**config.mk**
```make
export PLATFORM = sky130hd
export DESIGN_NAME = fractal_sync_root_responder
export DESIGN_NICKNAME = d
export VERILOG_FILES = /design/src/rtl/fractal_sync_root_responder.sv
export SDC_FILE = /design/constraint.sdc
export NUM_CORES = 1
export LEC_CHECK = 0
export CAP_MARGIN = 20
export CORE_MARGIN = 5
export CORE_UTILIZATION = 48
export CTS_BUF_LIST = sky130_fd_sc_hd__clkbuf_16
export DETAILED_ROUTE_END_ITERATION = 8
export GPL_TIMING_DRIVEN = 0
export HOLD_SLACK_MARGIN = 0.06
export PLACE_DENSITY = 0.79
export SLEW_MARGIN = 25
export SYNTH_ARGS = -nofsm -noshare
export SYNTH_HDL_FRONTEND = slang
export SYNTH_SLANG_ARGS = --single-unit
```
**constraint.sdc**
```tcl
create_clock -name clk_i -period 1.8 [get_ports clk_i]
set_input_delay 0.36 -clock clk_i [delete_from_list [all_inputs] [get_ports clk_i]]
set_output_delay 0.36 -clock clk_i [all_outputs]
set_load 0.005 [all_outputs]
```
**src/rtl/fractal_sync_root_responder.sv**
```systemverilog
// Root responder of a fractal sync tree: gathers per-port barrier arrivals,
// detects completion per barrier ID and returns registered wake/error pulses.

module fractal_sync_root_port #(
    parameter int LVL_W    = 4,
    parameter int ID_W     = 2,
    parameter int N_ID     = 4,
    parameter int ROOT_LVL = 1
) (
    input  logic             clk_i,
    input  logic             rst_ni,
    input  logic             req_sync_i,
    input  logic [LVL_W-1:0] req_lvl_i,
    input  logic [ID_W-1:0]  req_id_i,
    input  logic [N_ID-1:0]  arr_col_i,
    input  logic             wake_emit_i,
    input  logic [ID_W-1:0]  wake_id_i,
    output logic             arrive_o,
    output logic             err_ovf_o,
    output logic             rsp_wake_o,
    output logic             rsp_err_o,
    output logic [LVL_W-1:0] rsp_lvl_o,
    output logic [ID_W-1:0]  rsp_id_o
);
    logic            err, ep_q, ep_eff, emit_err;
    logic [ID_W-1:0] eid_q, eid_eff;

    assign err       = req_sync_i & ((req_lvl_i != LVL_W'(ROOT_LVL)) | arr_col_i[req_id_i]);
    assign arrive_o  = req_sync_i & ~err;
    // A pending error is never overwritten: the newer one is the one lost.
    assign err_ovf_o = err & ep_q;
    assign ep_eff    = ep_q | err;
    assign eid_eff   = ep_q ? eid_q : req_id_i;
    assign emit_err  = ep_eff & ~wake_emit_i;

    always_ff @(posedge clk_i or negedge rst_ni) begin
        if (!rst_ni) begin
            ep_q       <= 1'b0;
            eid_q      <= '0;
            rsp_wake_o <= 1'b0;
            rsp_err_o  <= 1'b0;
            rsp_lvl_o  <= '0;
            rsp_id_o   <= '0;
        end else begin
            ep_q       <= ep_eff & wake_emit_i;
            eid_q      <= eid_eff;
            rsp_wake_o <= wake_emit_i;
            rsp_err_o  <= emit_err;
            rsp_id_o   <= wake_emit_i ? wake_id_i : (emit_err ? eid_eff : '0);
            rsp_lvl_o  <= (wake_emit_i | emit_err) ? LVL_W'(ROOT_LVL) : '0;
        end
    end
endmodule

module fractal_sync_root_responder #(
    parameter int N_PORTS  = 2,
    parameter int LVL_W    = 4,
    parameter int ID_W     = 2,
    parameter int ROOT_LVL = 1
) (
    input  logic                     clk_i,
    input  logic                     rst_ni,
    input  logic [N_PORTS-1:0]       req_sync_i,
    input  logic [N_PORTS*LVL_W-1:0] req_lvl_i,
    input  logic [N_PORTS*ID_W-1:0]  req_id_i,
    output logic [N_PORTS-1:0]       rsp_wake_o,
    output logic [N_PORTS-1:0]       rsp_err_o,
    output logic [N_PORTS*LVL_W-1:0] rsp_lvl_o,
    output logic [N_PORTS*ID_W-1:0]  rsp_id_o,
    output logic                     overflow_o
);
    localparam int N_ID = 1 << ID_W;

    if (N_PORTS < 2) begin : g_bad_ports
        $fatal(1, "fractal_sync_root_responder: N_PORTS must be >= 2");
    end
    if (ROOT_LVL < 0 || ROOT_LVL >= (1 << LVL_W)) begin : g_bad_lvl
        $fatal(1, "fractal_sync_root_responder: ROOT_LVL does not fit in LVL_W");
    end

    logic [N_ID-1:0][N_PORTS-1:0] arr_q, arr_d;
    logic [N_PORTS-1:0][N_ID-1:0] arr_col;
    logic [N_ID-1:0]              wp_q, wp_d, done, pend;
    logic [N_PORTS-1:0]           arrive, err_ovf;
    logic                         wake_emit, wake_ovf;
    logic [ID_W-1:0]              wake_id;

    for (genvar p = 0; p < N_PORTS; p++) begin : g_port
        for (genvar k = 0; k < N_ID; k++) begin : g_col
            assign arr_col[p][k] = arr_q[k][p];
        end

        fractal_sync_root_port #(
            .LVL_W   (LVL_W),
            .ID_W    (ID_W),
            .N_ID    (N_ID),
            .ROOT_LVL(ROOT_LVL)
        ) u_port (
            .clk_i      (clk_i),
            .rst_ni     (rst_ni),
            .req_sync_i (req_sync_i[p]),
            .req_lvl_i  (req_lvl_i[p*LVL_W +: LVL_W]),
            .req_id_i   (req_id_i[p*ID_W +: ID_W]),
            .arr_col_i  (arr_col[p]),
            .wake_emit_i(wake_emit),
            .wake_id_i  (wake_id),
            .arrive_o   (arrive[p]),
            .err_ovf_o  (err_ovf[p]),
            .rsp_wake_o (rsp_wake_o[p]),
            .rsp_err_o  (rsp_err_o[p]),
            .rsp_lvl_o  (rsp_lvl_o[p*LVL_W +: LVL_W]),
            .rsp_id_o   (rsp_id_o[p*ID_W +: ID_W])
        );
    end

    // Completions of this cycle join the pending set directly so that a
    // barrier finishing at cycle t can wake at t+1.
    always_comb begin
        logic [N_PORTS-1:0] nxt;
        arr_d     = arr_q;
        done      = '0;
        wake_id   = '0;
        for (int k = 0; k < N_ID; k++) begin
            nxt = arr_q[k];
            for (int p = 0; p < N_PORTS; p++) begin
                if (arrive[p] && req_id_i[p*ID_W +: ID_W] == ID_W'(k)) nxt[p] = 1'b1;
            end
            done[k]  = &nxt;
            arr_d[k] = done[k] ? '0 : nxt;
        end
        pend      = wp_q | done;
        wake_ovf  = |(wp_q & done);
        wake_emit = |pend;
        for (int k = N_ID - 1; k >= 0; k--) begin
            if (pend[k]) wake_id = ID_W'(k);
        end
        wp_d = pend;
        if (wake_emit) wp_d[wake_id] = 1'b0;
    end

    always_ff @(posedge clk_i or negedge rst_ni) begin
        if (!rst_ni) begin
            arr_q      <= '0;
            wp_q       <= '0;
            overflow_o <= 1'b0;
        end else begin
            arr_q      <= arr_d;
            wp_q       <= wp_d;
            overflow_o <= overflow_o | wake_ovf | (|err_ovf);
        end
    end
endmodule
```
Word-level counts from Yosys, hierarchy flattened
Index checks and enable logic that the tools add are counted.

storage, ports and cells
  flip-flop bits (word level) = 34
  bits in latches = 0
  bits in writable memories = 0
  memory bits (read-only) = 0
  bits of input ports = 16
  output and inout bits = 17
  word-level logic and storage cells = 103
  memories kept = 0

operators by class
  $add $sub $neg = 0
  multiply operators = 0
  div/mod/pow operators = 0
  order comparisons = 4
  eq/ne operators = 8
  shift-type cells = 0
  mux-type cells = 31
  bitwise operators = 25
  reductions and logical operators = 18

operators by type and width
  kind                                                               number
  2-to-1 mux 2 bit                                                   14
  2-to-1 mux 1 bit                                                   13
  bitwise AND 1 bit                                                  10
  logical AND 1 bit                                                  9
  less-than comparator 2 x 3 -> 1 bit, second input constant         3
  bitwise AND 4 bit                                                  2
  == test 2 bit, second input constant                               4
  != test 4 x 1 -> 1 bit, second input constant                      2
  bitwise OR 1 bit                                                   8
  AND reduction 2 bit                                                4
  OR reduction 4 bit                                                 2
  binary-select mux 1 bit (select 2 bit)                             2
  == test 2 x 1 -> 1 bit, second input constant                      2
  zero test 2 bit                                                    2
  2-to-1 mux 4 bit                                                   1
  NOT 4 bit                                                          1
  bitwise OR 4 bit                                                   1
  NOT 1 bit                                                          3
  demux 1 bit (select 2 bit)                                         1
  greater-or-equal comparator 2 x 1 -> 1 bit, second input constant  1
  OR reduction 2 bit                                                 1

Depth between registers and ports, before layout
  word-level depth = 21
  depth in mapped cells = 6
  gate-level depth less buffers = 6

By module
Synthesis repeated with hierarchy kept, for this count alone.

unflattened totals
  cell total of the unflattened synthesis = 129
  area, all modules = 1,393.8 µm²

by module, submodules not included
  module                       instances  cells each  area each (µm²)  sequential area each (µm²)
  fractal_sync_root_port       2          34          374.1            200.2
  fractal_sync_root_responder  1          61          645.6            325.3

Least setup slack after synthesis
Ideal clock, no wire load.

  kind = input to register
  from = input port req_lvl_i[0]
  to = register g_port[0].u_port.rsp_id_o[0]
  setup time = 0.101 ns
  data arrival time = 1.518 ns
  data required time = 1.699 ns
  setup slack = 0.181 ns
  stages on the path = 6
  path buffers = 0
  path through = nor4b_4 > a41o_1 > a21oi_4 > and4_4 > inv_4 > o32ai_1

on the way
  word-level cells in the longest chain between the ends = 14
  elaborated cells between the ends (all ways) = 28
  those cells by class = eq/ne (1); mux (10); bitwise (8); reduce/logical (9)

ends and longest elaborated chain
  what                                    RTL line  source
  start, declared                         64        input logic [N_PORTS*LVL_W-1:0] req_lvl_i,
  != test 4 x 1 -> 1 bit *                28        assign err = req_sync_i & ((req_lvl_i != LVL_W'(ROOT_LVL)) | arr_col_i[req_id_i]);
  bitwise OR 1 bit *                      28
  bitwise AND 1 bit *                     28
  NOT 1 bit *                             29        assign arrive_o = req_sync_i & ~err;
  bitwise AND 1 bit *                     29
  logical AND 1 bit                       126       if (arrive[p] && req_id_i[p*ID_W +: ID_W] == ID_W'(k)) nxt[p] = 1'b1;
  2-to-1 mux 1 bit                        126
  AND reduction 2 bit                     128       done[k] = &nxt;
  bitwise OR 4 bit *                      131       pend = wp_q | done;
  OR reduction 4 bit *                    133       wake_emit = |pend;
  named net g_port[0].u_port.wake_emit_i  16        input logic wake_emit_i,
  NOT 1 bit                               34        assign emit_err = ep_eff & ~wake_emit_i;
  bitwise AND 1 bit                       34
  2-to-1 mux 2 bit                        49        rsp_id_o <= wake_emit_i ? wake_id_i : (emit_err ? eid_eff : '0);
  2-to-1 mux 2 bit *                      49
  end signal, assigned                    49
  end, declared                           23        output logic [ID_W-1:0] rsp_id_o

The timed path passes the listed nets; every way through them passes the cells marked *.

Worst setup path after layout
  from = register arr_q, in the netlist arr_col[3]
  to = register overflow_o

on the way
  word-level cells in the longest chain between the ends = 13
  elaborated cells between the ends (all ways) = 24
  those cells by class = mux (6); bitwise (8); reduce/logical (10)

ends and longest elaborated chain
  what                                    RTL line  source
  start, declared                         81        logic [N_ID-1:0][N_PORTS-1:0] arr_q, arr_d;
  start signal, assigned                  147       arr_q <= arr_d;
  binary-select mux 1 bit (select 2 bit)  28
  2-to-1 mux 1 bit (implied by the code)  28
  bitwise OR 1 bit                        28
  bitwise AND 1 bit                       28
  NOT 1 bit                               29
  bitwise AND 1 bit                       29
  logical AND 1 bit                       126
  2-to-1 mux 1 bit                        126
  AND reduction 2 bit                     128
  bitwise AND 4 bit                       132       wake_ovf = |(wp_q & done);
  OR reduction 4 bit                      132
  bitwise OR 1 bit                        149       overflow_o <= overflow_o | wake_ovf | (|err_ovf);
  bitwise OR 1 bit *                      149
  end signal, assigned                    149
  end, declared                           70        output logic overflow_o

Mark *: on every way between the ends. The rest lies on a longest branch, timed or not. The select of a mux whose other input is x is not followed.

==> impl_metrics.tcl <==
set metrics [dict create \
    finalWeightedCongestion 0.850 \
    antenna_violations_before_repair 0 \
    layout.core_utilization_pct 69.9 \
    fin_hold_ws_ns 0.102 \
    port_buffers 26 \
    timing.max_slew.rel_slack_pct 60.5 \
    fp.dieArea_mm2 0.00386 \
    dr.pass1.iters 4 \
    synth.top_cells.by_area "dfrtp_1 (54%), a41o_1 (6.1%), buf_4 (5.8%)" \
    class_of_the_tightest_hold_or_removal_check "input port to asynchronous set/reset pin" \
    cts_made_buffers 3 \
    clockRootBuffer "clkbuf_16" \
    worstPathArrival_ns 1.83 \
    grt_overflow 0 \
    clock_latency_ns 0.26 \
    worstPathMaxFanout 3 \
    post_synthesis_async_set_or_reset_flop_share_pct 100 \
    number_of_global_route_vias_before_repair 1094 \
    finalSetupViolations 0 \
    synth_largest_area_cell "dfrtp_1" \
    synth-seq-cells 28 \
    die_h_um 62.1 \
    drc 0 \
    data_required_time_at_the_worst_endpoint_ns 1.93 \
    via_count 1064 \
    min_period_over_period_pct 94.4 \
    cts_tree "built" \
    netlist-cell-type-count 27 \
    dp_hpwl_um 1890 \
    initial_util_pct 48.6 \
    timing.rr.start "arr_col[3]" \
    worst_r2r_path_depth 5 \
    timing_hold_violations_final 0 \
    drive_above_1_share_pct 32.3 \
    launch_point_of_the_worst_path "arr_col[3]" \
    cts-htree-levels 1 \
    worstSetupPathType "flop to flop" \
    ir_worst_vdd_v 0.000741 \
    reg2reg_setup_slack_ns 0.10 \
    areaGrowthSynthToFinish_pct 43.9 \
    grtUsageTotal_pct 16.1 \
    wire_length_of_the_first_global_routing_pass_um 5020 \
    worst_clock_skew_ns 0.00481 \
    pwr_density_cell_mw_per_mm2 953 \
    route.antenna.remaining_nets 0 \
    vias_per_cell 5.46 \
    boundaryPins 33 \
    syn-instance-count 111 \
    num_antenna_cells 0 \
    maxSlewViolCount 0 \
    synth_seq_area_share_pct 53.7 \
    cts_hold_repair.buffers 0 \
    synth-main-ff-cell "dfrtp_1" \
    fp.coreArea_mm2 0.00269 \
    nets 182 \
    peak_clock_frequency_supported_by_timing_mhz 589 \
    routed_wire_length_per_instance_um 15.3 \
    design_power_total_w 0.00179 \
    chipWidth_um 62.1 \
    power_leakage_nw 0.991 \
    synth.top_cell.area_share_pct 53.7 \
    syn-mean-instance-area_um2 11.8 \
    startpoint_type "flop" \
    max-cap-violations 0 \
    ys.warnings.count 0 \
    yosysMostFrequentCell "dfrtp_1" \
    placement_rows 19 \
    netlist_top_cells_count "dfrtp_1 (28), buf_4 (10), a41o_1 (8), nor2_1 (8), nor2b_1 (8)" \
    status "completed" \
    cts.path.max_buffers 2 \
    synth_enable_flop_cells 0 \
    critical_path.reg2reg.endpoint "overflow_o" \
    drtIter0Drc 34 \
    synthesis.area_mm2 0.00131 \
    grt_start_max_net_pins 29 \
    finalWorstPathRequiredPeriod_ns 1.70 \
    clock-sinks 28 \
    timing.critical_path.to_type "flop" \
    tightest_slew_ns 0.592 \
    drt-total-wl_um 2990 \
    nFillCells 184 \
    path_clk_slew_ns 0.06 \
]
-- kinds of logic (layout without fill, tap and decap cells) --
| family | Yosys count | in the layout | share of synthesized area [%] |
|---|---|---|---|
| AND/OR/NAND/NOR | 35 | 35 | 16.8 |
| AO/OA/AOI/OAI | 27 | 27 | 17.5 |
| multiplexers | 2 | 2 | 3.45 |
| buffers and inverters | 18 | 65 | 8.25 |
| other | 1 | 7 | 0.287 |
| flip-flops | 28 | 28 | 53.7 |
-- power by group --
group,switching (W),leakage (nW),internal [W]
clock network,0.000184,0.0370,0.000294
logic,0.000241,0.600,0.000303
registers,0.0000481,0.354,0.000718
total,0.000473,0.991,0.00132
-- cell type report --
| type | count | area, µm² | share of cell area (%) |
|---|---|---|---|
| Clock buffer | 3 | 75.1 | 4.00 |
| Timing Repair Buffer | 44 | 384 | 20.5 |
| Inverter | 8 | 32.5 | 1.73 |
| Sequential cell | 28 | 701 | 37.3 |
| Multi-Input combinational cell | 71 | 572 | 30.4 |
| Tap cell | 31 | 38.8 | 2.07 |
| Buffer | 10 | 75.1 | 4.00 |
-- state kept, by name (all words and copies together), names as in the netlist --
signal / cells
arr_col: 8
g_port.u_port.eid_q: 4
g_port.u_port.ep_q: 2
g_port.u_port.rsp_err_o: 2
g_port.u_port.rsp_id_o: 4
g_port.u_port.rsp_lvl_o: 2
g_port.u_port.rsp_wake_o: 1
overflow_o: 1
wp_q: 4
-- metrics by stage --
stage                     worst slack [ns]  instance area (µm²)  instances   TNS (ns)
after floorplan                      0.181                 1330        117          0
after global placement              -0.476                 1630        174      -4.82
after detailed placement            -0.509                 1620        174      -5.26
after CTS                          0.00335                 1810        191          0
after global routing             -0.000511                 1880        195  -0.000511
final                                0.101                 1880        195          0
-- layer usage --
layer | share of wire [%] | wire length [µm] | track usage (%)
met1 | 38 | 1150 | 18.4
met5 | 0 | 0 | 0
met3 | 6.8 | 203 | 4.86
met2 | 52 | 1570 | 27.1
met4 | 2.4 | 72 | 7.59
-- critical path, stage by stage, from the launching register on --
cell      delay, ns
dfrtp_1        0.37
mux4_2         0.46
nand2b_1       0.15
and2_1         0.20
a221oi_2       0.28
nand4_1        0.11
-- timing repair --
action | in CTS | in global routing
setup buffers | 14 | 4
pin swaps | 13 | 15
setup endpoints to repair | 11 | 11
resized for setup | 14 | 17
gates cloned | 0 | 0
-- worst max path at each step --
stage                     cells after the start                           end  slack, ns
after global placement                        6                    overflow_o      -0.48
after CTS                                     7  g_port[0].u_port.rsp_id_o[0]      0.003
after floorplan                               6  g_port[0].u_port.rsp_id_o[0]       0.18
after global routing                          5  g_port[0].u_port.rsp_id_o[1]    -0.0005
after detailed placement                      6                    overflow_o      -0.51
final                                         5                    overflow_o       0.10
-- layout by cell type (no fill, tap or decap), types with 3 or more instances in the layout --
cell type | Yosys | final
dfrtp_1 | 28 | 28
buf_4 | 10 | 27
clkdlybuf4s50_1 | 0 | 11
a41o_1 | 8 | 8
nor2b_1 | 8 | 8
dlygate4sd2_1 | 0 | 8
inv_1 | 7 | 7
nand2_1 | 7 | 7
conb_1 | 1 | 7
nor2_1 | 8 | 4
o21ai_0 | 4 | 4
dlymetal6s2s_1 | 0 | 4
a21oi_4 | 1 | 3
and2_1 | 3 | 3
nor2_2 | 0 | 3
a31oi_1 | 3 | 3
clkbuf_16 | 0 | 3
No activity file was read; power rests on OpenSTA's default activity.
